===== src/rtl/layer_pipe_pkg.sv =====
// Shared definitions for the layer pipeline: header field layout, hit entry and scan FSM states.
package layer_pipe_pkg;

  // Header field bit offsets (each field is 16 bits unless noted).
  localparam int unsigned FIELD_W     = 16;
  localparam int unsigned FLAGS_LSB   = 0;
  localparam int unsigned W_LSB       = 16;
  localparam int unsigned H_LSB       = 32;
  localparam int unsigned X_LSB       = 48;
  localparam int unsigned Y_LSB       = 64;
  localparam int unsigned AUX_TXT_LSB = 80;
  localparam int unsigned AUX_SPR_LSB = 96;
  localparam int unsigned FRAME_LSB   = 120;  // 8-bit sprite frame number
  localparam int unsigned FRAME_W     = 8;

  // Flag bit positions within the flags field.
  localparam int unsigned FLAG_POPULATED = 0;
  localparam int unsigned FLAG_SPRITE    = 1;
  localparam int unsigned FLAG_HIDDEN    = 2;
  localparam int unsigned FLAG_ANIMATE   = 3;

  localparam int unsigned HIT_LAYER_W = 5;

  typedef struct packed {
    logic [HIT_LAYER_W-1:0] layer;
    logic                   is_text;
    logic [FIELD_W-1:0]     row;
    logic [FIELD_W-1:0]     x;
    logic [FIELD_W-1:0]     width;
    logic [FIELD_W-1:0]     aux;
  } hit_entry_t;

  typedef enum logic [1:0] {
    StIdle,
    StScan,
    StDrain,
    StDone
  } scan_state_e;

endpackage


===== src/rtl/hit_fifo.sv =====
// Small synchronous FIFO with flush; pop frees a slot for a same-cycle push when full.
module hit_fifo #(
  parameter int unsigned DEPTH = 4,
  parameter int unsigned WIDTH = 8
) (
  input  logic             i_clk,
  input  logic             i_reset,
  input  logic             i_flush,
  input  logic             i_push,
  input  logic [WIDTH-1:0] i_data,
  input  logic             i_pop,
  output logic [WIDTH-1:0] o_data,
  output logic             o_full,
  output logic             o_empty
);

  localparam int unsigned AW = (DEPTH > 1) ? $clog2(DEPTH) : 1;

  logic [AW:0]      r_wr_ptr;
  logic [AW:0]      r_rd_ptr;
  logic [WIDTH-1:0] r_mem [DEPTH];
  logic             w_push;
  logic             w_pop;

  // Extra pointer bit distinguishes full from empty.
  assign o_empty = (r_wr_ptr == r_rd_ptr);
  assign o_full  = (r_wr_ptr[AW] != r_rd_ptr[AW]) && (r_wr_ptr[AW-1:0] == r_rd_ptr[AW-1:0]);
  assign w_pop   = i_pop & ~o_empty;
  assign w_push  = i_push & (~o_full | w_pop);
  assign o_data  = r_mem[r_rd_ptr[AW-1:0]];

  // Pointer update; flush discards all entries and any same-cycle push/pop.
  always_ff @(posedge i_clk or negedge i_reset) begin
    if (!i_reset) begin
      r_wr_ptr <= '0;
      r_rd_ptr <= '0;
    end else if (i_flush) begin
      r_wr_ptr <= '0;
      r_rd_ptr <= '0;
    end else begin
      if (w_push) r_wr_ptr <= r_wr_ptr + 1'b1;
      if (w_pop)  r_rd_ptr <= r_rd_ptr + 1'b1;
    end
  end

  // Storage is reset so the head reads as zero out of reset.
  always_ff @(posedge i_clk or negedge i_reset) begin
    if (!i_reset) begin
      for (int i = 0; i < DEPTH; i++) r_mem[i] <= '0;
    end else if (w_push && !i_flush) begin
      r_mem[r_wr_ptr[AW-1:0]] <= i_data;
    end
  end

endmodule


===== src/rtl/layer_line_scanner.sv =====
// Per-scanline layer walker: culls each layer header against the line Y and queues hits.
module layer_line_scanner
  import layer_pipe_pkg::*;
#(
  parameter int unsigned NUM_LAYERS = 32,
  parameter int unsigned LAYER_W    = 5,
  parameter int unsigned HDR_W      = 128,
  parameter int unsigned SCREEN_W   = 640,
  parameter int unsigned FIFO_DEPTH = 4
) (
  input  logic               i_clk,
  input  logic               i_reset,
  input  logic               i_line_start,
  input  logic [15:0]        i_line_y,
  output logic [LAYER_W-1:0] o_layer,
  input  logic [HDR_W-1:0]   i_curr_layer_header,
  output logic               o_hit_valid,
  input  logic               i_hit_ready,
  output logic [LAYER_W-1:0] o_hit_layer,
  output logic               o_hit_is_text,
  output logic [15:0]        o_hit_row,
  output logic [15:0]        o_hit_x,
  output logic [15:0]        o_hit_width,
  output logic [15:0]        o_hit_aux,
  output logic               o_busy,
  output logic               o_line_done,
  output logic               o_line_overrun
);

  // One extra bit so the end of the walk is seen without wrapping.
  localparam int unsigned       IdxW      = LAYER_W + 1;
  localparam logic [IdxW-1:0]   LastIdx   = IdxW'(NUM_LAYERS - 1);
  localparam logic [LAYER_W-1:0] LastLayer = LAYER_W'(NUM_LAYERS - 1);
  localparam logic signed [15:0] XLimit   = 16'(SCREEN_W);
  localparam int unsigned       HitW      = $bits(hit_entry_t);

  scan_state_e       r_state;
  scan_state_e       w_state_d;
  logic [IdxW-1:0]   r_idx;
  logic [IdxW-1:0]   w_idx_d;
  logic [15:0]       r_line_y;
  logic              r_overrun;

  logic [15:0]       w_flags;
  logic [15:0]       w_w;
  logic [15:0]       w_h;
  logic [15:0]       w_x;
  logic [15:0]       w_y;
  logic signed [16:0] w_row;
  logic signed [17:0] w_x_right;
  logic              w_hit;
  logic              w_busy;
  logic              w_push;
  logic              w_flush;
  logic              w_pop;
  logic              w_full;
  logic              w_empty;
  logic              w_can_push;
  hit_entry_t        w_entry;
  hit_entry_t        w_head;
  logic              w_unused;

  assign w_flags = i_curr_layer_header[FLAGS_LSB +: FIELD_W];
  assign w_w     = i_curr_layer_header[W_LSB +: FIELD_W];
  assign w_h     = i_curr_layer_header[H_LSB +: FIELD_W];
  assign w_x     = i_curr_layer_header[X_LSB +: FIELD_W];
  assign w_y     = i_curr_layer_header[Y_LSB +: FIELD_W];

  // Layer ID, animate flag and the reserved aux word do not affect culling.
  assign w_unused = ^{w_flags[15:3], i_curr_layer_header[AUX_SPR_LSB +: 24]};

  // Cull: vertical band test in 17 bits, horizontal overlap test in 18 bits.
  always_comb begin
    w_row     = $signed({r_line_y[15], r_line_y}) - $signed({w_y[15], w_y});
    w_x_right = $signed({{2{w_x[15]}}, w_x}) + $signed({2'b00, w_w});
    w_hit     = w_flags[FLAG_POPULATED] && !w_flags[FLAG_HIDDEN] &&
                (w_w != 16'd0) && (w_h != 16'd0) &&
                !w_row[16] && (w_row[15:0] < w_h) &&
                ($signed(w_x) < XLimit) && (w_x_right > 18'sd0);
  end

  // Assemble the hit entry for the layer currently on the header bus.
  always_comb begin
    w_entry         = '0;
    w_entry.layer   = r_idx[HIT_LAYER_W-1:0];
    w_entry.is_text = ~w_flags[FLAG_SPRITE];
    w_entry.row     = w_row[15:0];
    w_entry.x       = w_x;
    w_entry.width   = w_w;
    w_entry.aux     = w_flags[FLAG_SPRITE] ?
                      {8'h00, i_curr_layer_header[FRAME_LSB +: FRAME_W]} :
                      i_curr_layer_header[AUX_TXT_LSB +: FIELD_W];
  end

  assign w_busy     = (r_state == StScan) || (r_state == StDrain);
  assign w_pop      = ~w_empty & i_hit_ready;
  assign w_can_push = ~w_full | w_pop;

  // Next-state logic; a new line start overrides whatever the FSM was doing.
  always_comb begin
    w_state_d = r_state;
    w_idx_d   = r_idx;
    w_push    = 1'b0;
    w_flush   = 1'b0;
    unique case (r_state)
      StIdle: w_state_d = StIdle;
      StScan: begin
        // A hit that cannot be queued holds the index and retries.
        if (!w_hit || w_can_push) begin
          w_push  = w_hit;
          w_idx_d = r_idx + 1'b1;
          if (r_idx == LastIdx) w_state_d = StDrain;
        end
      end
      StDrain: if (w_empty) w_state_d = StDone;
      StDone: begin
        w_state_d = StIdle;
        w_idx_d   = '0;
      end
      default: w_state_d = StIdle;
    endcase
    if (i_line_start) begin
      w_state_d = StScan;
      w_idx_d   = '0;
      w_push    = 1'b0;
      w_flush   = w_busy;
    end
  end

  // State, index, latched line Y and overrun pulse registers.
  always_ff @(posedge i_clk or negedge i_reset) begin
    if (!i_reset) begin
      r_state   <= StIdle;
      r_idx     <= '0;
      r_line_y  <= '0;
      r_overrun <= 1'b0;
    end else begin
      r_state   <= w_state_d;
      r_idx     <= w_idx_d;
      r_overrun <= i_line_start & w_busy;
      if (i_line_start) r_line_y <= i_line_y;
    end
  end

  hit_fifo #(
    .DEPTH (FIFO_DEPTH),
    .WIDTH (HitW)
  ) u_hit_fifo (
    .i_clk   (i_clk),
    .i_reset (i_reset),
    .i_flush (w_flush),
    .i_push  (w_push),
    .i_data  (w_entry),
    .i_pop   (w_pop),
    .o_data  (w_head),
    .o_full  (w_full),
    .o_empty (w_empty)
  );

  // Index sits one past the last layer while draining; clamp the read index.
  assign o_layer        = (r_idx > LastIdx) ? LastLayer : r_idx[LAYER_W-1:0];
  assign o_hit_valid    = ~w_empty;
  assign o_hit_layer    = LAYER_W'(w_head.layer);
  assign o_hit_is_text  = w_head.is_text;
  assign o_hit_row      = w_head.row;
  assign o_hit_x        = w_head.x;
  assign o_hit_width    = w_head.width;
  assign o_hit_aux      = w_head.aux;
  assign o_busy         = w_busy;
  assign o_line_done    = (r_state == StDone);
  assign o_line_overrun = r_overrun;

endmodule

===== config.mk =====
export PLATFORM = sky130hd
export DESIGN_NAME = layer_line_scanner
export DESIGN_NICKNAME = d
export VERILOG_FILES = /design/src/rtl/layer_pipe_pkg.sv /design/src/rtl/hit_fifo.sv /design/src/rtl/layer_line_scanner.sv
export SDC_FILE = /design/constraint.sdc
export NUM_CORES = 1
export LEC_CHECK = 0
export ABC_CLOCK_PERIOD_IN_PS = 9700
export CAP_MARGIN = 10
export CORE_MARGIN = 2
export CORE_UTILIZATION = 40
export DETAILED_ROUTE_END_ITERATION = 6
export GPL_ROUTABILITY_DRIVEN = 0
export SLEW_MARGIN = 5
export SYNTH_ARGS = -nofsm -noshare
export SYNTH_HDL_FRONTEND = slang
export SYNTH_SLANG_ARGS = --single-unit

===== constraint.sdc =====
create_clock -name i_clk -period 9.7 [get_ports i_clk]
set_clock_uncertainty 0.1 [all_clocks]
set_input_delay 1.94 -clock i_clk [delete_from_list [all_inputs] [get_ports i_clk]]
set_output_delay 1.94 -clock i_clk [all_outputs]
set_load 0.005 [all_outputs]

Word-level counts from Yosys, hierarchy flattened:

Cells that the tools add are included.

* add/subtract/negate cells: 5
* magnitude comparators: 7
* equal/unequal tests: 10
* mux-type cells: 24
* bitwise logic cells: 11
* reduce and logical (&&, ||, !) cells: 25

Operators with widths (number)
* bitwise mux 280 bit: 1
* 2-to-1 mux 70 bit: 3
* binary-select mux 70 bit (select 2 bit): 1
* demux 70 bit (select 2 bit): 1
* nonzero test 16 bit: 2
* adder 16 x 17 -> 18 bit: 1
* > comparator 18 x 1 -> 1 bit, second input constant: 1
* subtractor 16 x 16 -> 17 bit: 1
* less-than comparator 16 x 11 -> 1 bit, second input constant: 1
* less-than comparator 16 bit: 1
* 2-to-1 mux 16 bit: 1
* 2-to-1 mux 3 bit: 4
* 2-to-1 mux 6 bit: 2
* case mux 6 bit (2 select lines): 1
* logical AND 1 bit: 10
* inequality test 3 x 2 -> 1 bit, second input constant: 3
* 2-to-1 mux 2 bit: 4
* adder 3 x 1 -> 3 bit, second input constant: 2
* adder 6 x 1 -> 6 bit, second input constant: 1
* equality test 6 x 5 -> 1 bit, second input constant: 1
* >= comparator 3 bit, second input constant: 2
* > comparator 6 x 5 -> 1 bit, second input constant: 1
* inverter 2 -> 3 bit: 2
* case mux 2 bit (3 select lines): 1
* 19 further kinds: 34

* register bits: 311
* input port bits: 148
* output and inout bits: 79
* logic and storage cells: 92

Logic depth before layout (Yosys ltp):

Gate-level depths: netlist of the first run.

* depth in word-level cells: 16
* mapped depth: 20
* depth with buffers taken out: 19

Hierarchy:

From an unflattened synthesis of the first run, not the netlist that was laid out.

* cell total of the unflattened synthesis: 1206
* area total of the unflattened synthesis: 17103.9 um^2

By module, submodules not included
* hit_fifo: times used 1, cells an instance 731, area each 13291.5 um^2, sequential area each 7156.9 um^2
* layer_line_scanner: times used 1, cells an instance 475, area each 3812.4 um^2, sequential area each 625.6 um^2

Worst setup path after synthesis of the first run:

No wires, ideal clock.

* path kind: input -> register
* start point: input port i_curr_layer_header[64]
* end point: register u_hit_fifo.r_mem[59] (netlist name)
* library setup time: 0.128 ns
* arrival time: 6.158 ns
* data required time: 9.472 ns
* setup slack: 3.315 ns
* cell stages on the path: 18
* buffers on the path: 1
* path through: ha_1 fa_1 nand2b_1 a21oi_1 a211oi_1 o32ai_1 o21a_1 nor2_1 xnor2_1 ha_1 a21oi_1 o22ai_1 a2111oi_0 o211ai_1 or3_1 nor2_4 buf_6 mux2_1

* elaborated cells between the ends (all ways): 15
* those cells by class: add/sub: 1; order compare: 1; mux: 4; bitwise: 1; reduce/logical: 8

RTL lines
* from (decl): line layer_line_scanner.sv:16 `input logic [HDR_W-1:0] i_curr_layer_header,`
* subtractor 16 x 16 -> 17 bit (*): line layer_line_scanner.sv:74 `w_row = $signed({r_line_y[15], r_line_y}) - $signed({w_y[15], w_y});`
* via u_hit_fifo.i_data[62]: line hit_fifo.sv:10 `input logic [WIDTH-1:0] i_data,`
* less-than comparator 16 bit (*): line layer_line_scanner.sv:78 `!w_row[16] && (w_row[15:0] < w_h) &&`
* logical AND 1 bit (*) (2 in a row): line layer_line_scanner.sv:78
* logical AND 1 bit (*): line layer_line_scanner.sv:79 `($signed(w_x) < XLimit) && (w_x_right > 18'sd0);`
* logical NOT 1 bit: line layer_line_scanner.sv:109 `if (!w_hit || w_can_push) begin`
* logical OR 1 bit: line layer_line_scanner.sv:109
* 2-to-1 mux 1 bit (*): line layer_line_scanner.sv:109
* 2-to-1 mux 1 bit (*): line layer_line_scanner.sv:105 `unique case (r_state)`
* 2-to-1 mux 1 bit (*): line layer_line_scanner.sv:122 `if (i_line_start) begin`
* AND 1 bit (*): line hit_fifo.sv:29 `assign w_push = i_push & (~o_full | w_pop);`
* logical AND 1 bit (*): line hit_fifo.sv:50 `end else if (w_push && !i_flush) begin`
* to (signal, indexed assignment): line hit_fifo.sv:51 `r_mem[r_wr_ptr[AW-1:0]] <= i_data;`
* to (decl): line hit_fifo.sv:21 `logic [WIDTH-1:0] r_mem [DEPTH];`

The timed path passes the listed nets; every way through them passes the cells marked *.
A chain may end at the register's enable or synchronous reset.

Worst setup path after layout of the first run:

* start point: input port i_curr_layer_header[64]
* end point: register u_hit_fifo.r_mem[40] (netlist name)

The elaborated chain is that of the path after synthesis.

==> results of run 1 <==
==> cell families (layout without fill, tap and decap cells) <==
logic type / after synthesis / after routing / synth area share
buffers and inverters: 131 / 331 / 0.0409
XOR/XNOR: 20 / 20 / 0.0108
adder cells (fa/ha/maj): 60 / 60 / 0.0471
flip-flops: 311 / 311 / 0.478
multiplexers: 378 / 378 / 0.309
AND/OR/NAND/NOR: 177 / 177 / 0.0582
other: 0 / 2 / 0
AO/OA/AOI/OAI: 131 / 131 / 0.0552
==> cells in the final DEF, fill, tap and decap left out, types with 5 or more instances in the layout <==
master / Yosys / layout
xnor2_1: 13 / 13
nor2_1: 32 / 32
a21o_1: 15 / 15
mux2_1: 211 / 211
dfrtp_1: 311 / 309
a21oi_1: 28 / 28
clkdlybuf4s50_1: 0 / 188
inv_1: 61 / 61
o21ai_0: 29 / 29
mux2i_1: 10 / 10
nor2b_1: 13 / 13
clkinv_2: 0 / 7
nand4_1: 7 / 7
nor3_1: 11 / 11
or2_2: 9 / 9
nor4_1: 10 / 10
and3_1: 5 / 5
nand2_1: 43 / 43
mux4_2: 70 / 70
mux2_2: 87 / 87
nand2b_1: 9 / 9
clkbuf_16: 0 / 39
buf_4: 1 / 15
xor2_1: 7 / 7
clkbuf_8: 0 / 5
a211oi_1: 5 / 5
clkbuf_1: 28 / 9
ha_1: 58 / 58
nand3_1: 20 / 20
==> worst register-to-register path, cell delays in order, from the launching register on <==
cell and delay (ns):
dfrtp_1 0.33, inv_1 0.05, ha_1 0.20, fa_1 0.41
nand2b_1 0.17, a21oi_1 0.33, a211oi_1 0.20, o32ai_1 0.46
o21a_1 0.16, nor2_1 0.05, xnor2_1 0.39, ha_1 0.34
a21oi_1 0.13, o22ai_1 0.10, a2111oi_0 0.49, o211ai_1 0.16
buf_4 0.24, or3_1 0.45, nor2_4 0.12, buf_4 0.53
mux2_1 0.42
==> flip-flops by register name (all words and copies together) (netlist names) <==
signal,cells
r_state,2
u_hit_fifo.r_rd_ptr,3
u_hit_fifo.r_wr_ptr,3
r_idx,6
r_line_y,16
u_hit_fifo.r_mem,280
o_line_overrun,1
==> final cells by class <==
cell class	instances	area, µm²	share of cell area
Multi-Input combinational cell	766	7830	0.396
Sequential cell	311	7790	0.394
Clock buffer	53	1080	0.0545
Inverter	61	229	0.0116
Antenna cell	2	5.00	0.000253
Clock inverter	12	164	0.00828
Tap cell	525	657	0.0332
Timing Repair Buffer	205	2030	0.103
==> metrics by stage <==
step                setup WS (ns)  utilization  cells  instance area (µm²)  hold slack [ns]
floorplan                    3.31            -   1208                16300            0.352
global placement             1.74        0.464   1868                18500            0.362
detailed placement           1.77        0.464   1868                18500            0.370
CTS                          2.29        0.496   1933                19800            0.382
global route                 1.88        0.496   1934                19800            0.387
finish                       2.29        0.496   1935                19800            0.378
==> routing by layer <==
metal,GRT usage,part of all wire
met5,0,0
met4,0.0550,0.024
met3,0.0352,0.044
met2,0.307,0.47
met1,0.259,0.46
==> power groups by stage <==
stage	registers, mW	logic, mW	clock network, mW
CTS	1.59	1.11	1.45
floorplan	1.51	0.655	0
global placement	1.60	1.09	0
global route	1.61	1.19	1.51
detailed placement	1.61	1.11	0
finish	1.58	1.09	1.41
==> final timing paths <==
kind                            cells after the start                    end  slack [ns]                    start
worst max-delay path                               20   u_hit_fifo.r_mem[40]        2.29  i_curr_layer_header[64]
worst min-delay path                                1   u_hit_fifo.r_mem[54]        0.38     u_hit_fifo.r_mem[54]
worst max register to register                     20   u_hit_fifo.r_mem[40]        3.78              r_line_y[0]
worst min register to register                      1   u_hit_fifo.r_mem[54]        0.38     u_hit_fifo.r_mem[54]
max in group asynchronous                           3  u_hit_fifo.r_mem[120]        6.31                  i_reset
min in group asynchronous                           1  u_hit_fifo.r_mem[252]        1.29                  i_reset
==> flow_summary.toml, run 1 <==
[outcome]
status = "complete, no violations"

[critical_path]
critPathLaunchType = "input pin"
path_class = "input pin to register"
crit_arrival_ns = 7.69
end_kind = "register"
crit_path_top_delay_cell = "buf_4"
crit_chain = "clkdlybuf4s50_1, ha_1, fa_1, nand2b_1, a21oi_1, a211oi_1, o32ai_1, o21a_1, nor2_1, xnor2_1, ha_1, a21oi_1, o22ai_1, a2111oi_0, o211ai_1, buf_4, or3_1, nor2_4, buf_4, mux2_1"
critical-path-max-stage-delay_ns = 0.53
path_max_fanout = 36
required_ns = 9.98
path_buf_inv = 3
path_delay_family = "compound AO/OA/AOI/OAI gates"

[global_route]
grt_pass1_vias = 11000
antenna_found_initial = 2
grt.overflow.total = 0
grtUsageTotal = 0.189
grt_start_max_net_pins = 173
grt_first_pass_wirelength_um = 62000

[clock_tree]
clock-sinks = 311
cts-root-buf = "clkbuf_16"
numCtsBuffers = 37
cts.repair.resized = 0
ctsHoldBuffers = 0
cts_setup_buffers = 0
htreeDepth = 2
clk_pin_slew_ns = 0.05
clk_path_buf_depth = 3
insertion_delay_ns = 0.52
cts_tree = "done"

[logic_synthesis]
syn-num-nets = 1416
synth_cell_types = 68
synth_area_leaders = "dfrtp_1, mux2_1, mux4_2"
synth_edf_count = 0
avgSynthCellArea_um2 = 13.5
synth.most_common_cell = "dfrtp_1"
async_flop_share = 1.00
syn-cell-area_um2 = 16300
synthFlopType = "dfrtp_1"
synth_top_cells_by_count = "dfrtp_1, mux2_1, mux2_2, mux4_2, inv_1"
synth_top_area_cell = "dfrtp_1"
synth_warnings = 0
yosysSeqAreaShare = 0.478
synth_cells = 1208
synth-seq-cells = 311
synth_top_area_share = 0.478

[place]
hpwl_um = 25900
portBuffers = 189

[routing]
ant_nets = 0
dr_total_vias = 10500
wire_per_inst_um = 20.1
drt_first_pass_iters = 5
wl_um = 38900
drt_iter0_markers = 463
vias_per_cell = 5.45
route.detailed.drc = 0

[timing]
min_period_ns = 7.41
worstMarginPinSlew_ns = 1.07
drv_slew = 0
period_share = 0.764
setup_tns_ns = 0
rsz0062_at_grt = "false"
timing_hold_violations_final = 0
fmax_ghz = 0.135
slew_headroom = 0.288
setup_viol = 0

[hold_path]
hold_class = "register to register"

[floorplan]
io_pins = 227
initial_utilization = 0.407
coreArea_um2 = 39900
die_area_um2 = 42300
die_h_um = 206
num_rows = 73
fp.dieW_um = 206

[power_and_ir_drop]
leakagePower_nw = 9.37
ir_worst_vdd_mv = 0.124
power_switching_mw = 1.13
total_power_mw = 4.09
pwr-share-comb = 0.267
p_sw_frac = 0.275
clkPwrFrac = 0.345
power_density_nw_per_um2 = 207
p_int_mw = 2.96
seq_power_share = 0.387

[cells_and_area]
drive_gt1_frac = 0.175
nNetsFinal = 1590
area_delta_synth_final_pct = 21.7
fillCellCount = 3485

[flow_run]
drv_cap = 0
(Power assumes the default switching activity.)
==> inputs of run 2 (changes only) <==
ABC_CLOCK_PERIOD_IN_PS = 6300   (was 9700)
clock period = 6.3 ns   (was 9.7 ns; I/O delays follow)
==> run 2 against run 1 <==
Against the previous run:
- clock-buffer cell count rose by 3
- first-iteration DRC count down 9.1%
- via count is 1.3% higher
- die area stayed put
- power is 54% higher
- critical endpoint is now u_hit_fifo.r_mem[42]
- critical path type unchanged
- wire length rose by 2.0%
- setup slack got worse by 2.0 ns
- flip-flop and latch count is the same
- design area is 2.7% higher
==> flow_summary.toml, run 2 (synthesis gave the netlist of run 1 again) <==
[critical_path]
path_max_fanout = 21
startpoint = "i_curr_layer_header[65]"
r2r_cells = 16
path_class = "input pin to register"
crit_arrival_ns = 6.35
r2r-end = "u_hit_fifo.r_mem[42]"
required_ns = 6.61
r2r_slack_ns = 1.17
reg2reg_from = "r_line_y[1]"
end_kind = "register"
crit_end = "u_hit_fifo.r_mem[42]"
critPathLaunchType = "input pin"

[timing]
period_share = 0.958
slew_headroom = 0.323
rsz0062_at_grt = "false"
setup_tns_ns = 0
holdWs_ns = 0.380
worstMarginPinSlew_ns = 1.01
drv_slew = 0
setup_viol = 0
fmax_ghz = 0.166
finalWorstSetupSlack_ns = 0.263
timing_hold_violations_final = 0
min_period_ns = 6.04

[clock_tree]
cts_tree = "done"
htreeDepth = 2
cts-root-buf = "clkbuf_16"
insertion_delay_ns = 0.54
clock-sinks = 311
numCtsBuffers = 37
clk_pin_slew_ns = 0.05
clk_path_buf_depth = 3
cts_setup_buffers = 0

[place]
dpl_worst_slack_ns = -0.396
hpwl_um = 27000
portBuffers = 189
dpl.cell_count = 1915

[power_and_ir_drop]
leakagePower_nw = 9.63
power_density_nw_per_um2 = 311
ir_worst_vdd_mv = 0.227
pwr-share-comb = 0.282
p_sw_frac = 0.278
power_switching_mw = 1.75
seq_power_share = 0.381
p_int_mw = 4.56
clkPwrFrac = 0.337

[routing]
vias_per_cell = 5.39
route.detailed.drc = 0
dr_total_vias = 10700
wl_um = 39700
drt_first_pass_iters = 4
drt_iter0_markers = 421
ant_nets = 0
wire_per_inst_um = 20.0

[cells_and_area]
largest-register = "u_hit_fifo.r_mem"
drive_gt1_frac = 0.201
largest_reg_flops = 280
final_cell_count_no_fill = 1982
layout_commonest_cell = "dfrtp_1"
nNetsFinal = 1637
layout_common_cells = "dfrtp_1, mux2_1, clkdlybuf4s50_1"
top_regs = "u_hit_fifo.r_mem (280), r_line_y (16), r_idx (6)"
area_delta_synth_final_pct = 24.9

[floorplan]
die_area_um2 = 42300
fp.dieW_um = 206
num_rows = 73
io_pins = 227
coreArea_um2 = 39900
die_h_um = 206
initial_utilization = 0.407

[global_route]
grt.overflow.total = 0
grt_first_pass_wirelength_um = 63400
grt_start_max_net_pins = 122
grtUsageTotal = 0.194
grt_pass1_vias = 11300
antenna_found_initial = 2

[flow_run]
drv_cap = 0

[outcome]
status = "complete, no violations"

[hold_path]
hold_class = "register to register"
run 2: cell count changes in the layout (fill, tap and decap cells not counted), sizes merged:
cell    before  now
diode        2    1
buf         17   64
clkbuf      53   56
bufinv       4    2
run 2: area by class of cell:
cell class	instances	area, µm²
tap	525	657
clock buffer	56	1110
multi-input combinational	766	7840
clock inverter	10	108
inverter	61	229
sequential	311	7790
timing repair buffer	252	2580
antenna	1	2.50
fill	3486	19600
run 2: worst min path at each step:
stage | start | end | slack, ns | cells past startpoint
after detailed placement | u_hit_fifo.r_mem[27] | u_hit_fifo.r_mem[27] | 0.37 | 1
final | u_hit_fifo.r_mem[269] | u_hit_fifo.r_mem[269] | 0.38 | 1
after global routing | u_hit_fifo.r_mem[27] | u_hit_fifo.r_mem[27] | 0.40 | 1
after CTS | u_hit_fifo.r_mem[27] | u_hit_fifo.r_mem[27] | 0.38 | 1
after floorplan | u_hit_fifo.r_mem[76] | u_hit_fifo.r_mem[76] | 0.35 | 1
after global placement | u_hit_fifo.r_mem[34] | u_hit_fifo.r_mem[34] | 0.36 | 1
run 2: critical path, stage by stage:
cell             delay, ns
clkdlybuf4s50_1       0.50
inv_1                 0.05
ha_1                  0.27
nor2b_1               0.14
o31a_1                0.25
or2_2                 0.30
a21oi_1               0.24
xnor2_1               0.23
ha_1                  0.33
a21o_1                0.17
a2111oi_1             0.44
o21ai_0               0.20
a2111oi_1             0.44
o211ai_1              0.22
or3_1                 0.45
nor2_4                0.25
buf_12                0.23
mux2_1                0.34
run 2: what timing repair did:
item                                    in CTS  in global routing
gates resized for setup                      0                  2
endpoints found under the setup margin       0                120
hold buffers                                 0                  0
run 2: routing by layer:
layer	vias to the layer above	global-route usage	part of all wire
met4	2	0.0483	0.018
met2	202	0.317	0.48
met5	-	0	0.00033
met3	52	0.0401	0.045
met1	5508	0.264	0.46
li1	4916	-	-
run 2: power by group through the flow:
stage	clock network, mW	registers [mW]	logic, mW
after detailed placement	0	2.45	1.81
after global placement	0	2.43	1.78
final	2.13	2.41	1.78
after floorplan	0	2.32	1.01
after CTS	2.19	2.41	1.82
after global routing	2.29	2.45	1.94
run 2: stage by stage:
step	power (mW)	instance area, µm²	util
2_1_floorplan	3.33	16300	-
3_3_place_gp	4.22	19100	0.478
3_5_place_dp	4.25	19100	0.478
4_1_cts	6.42	20300	0.509
5_1_grt	6.67	20300	0.509
6_report	6.31	20300	0.509
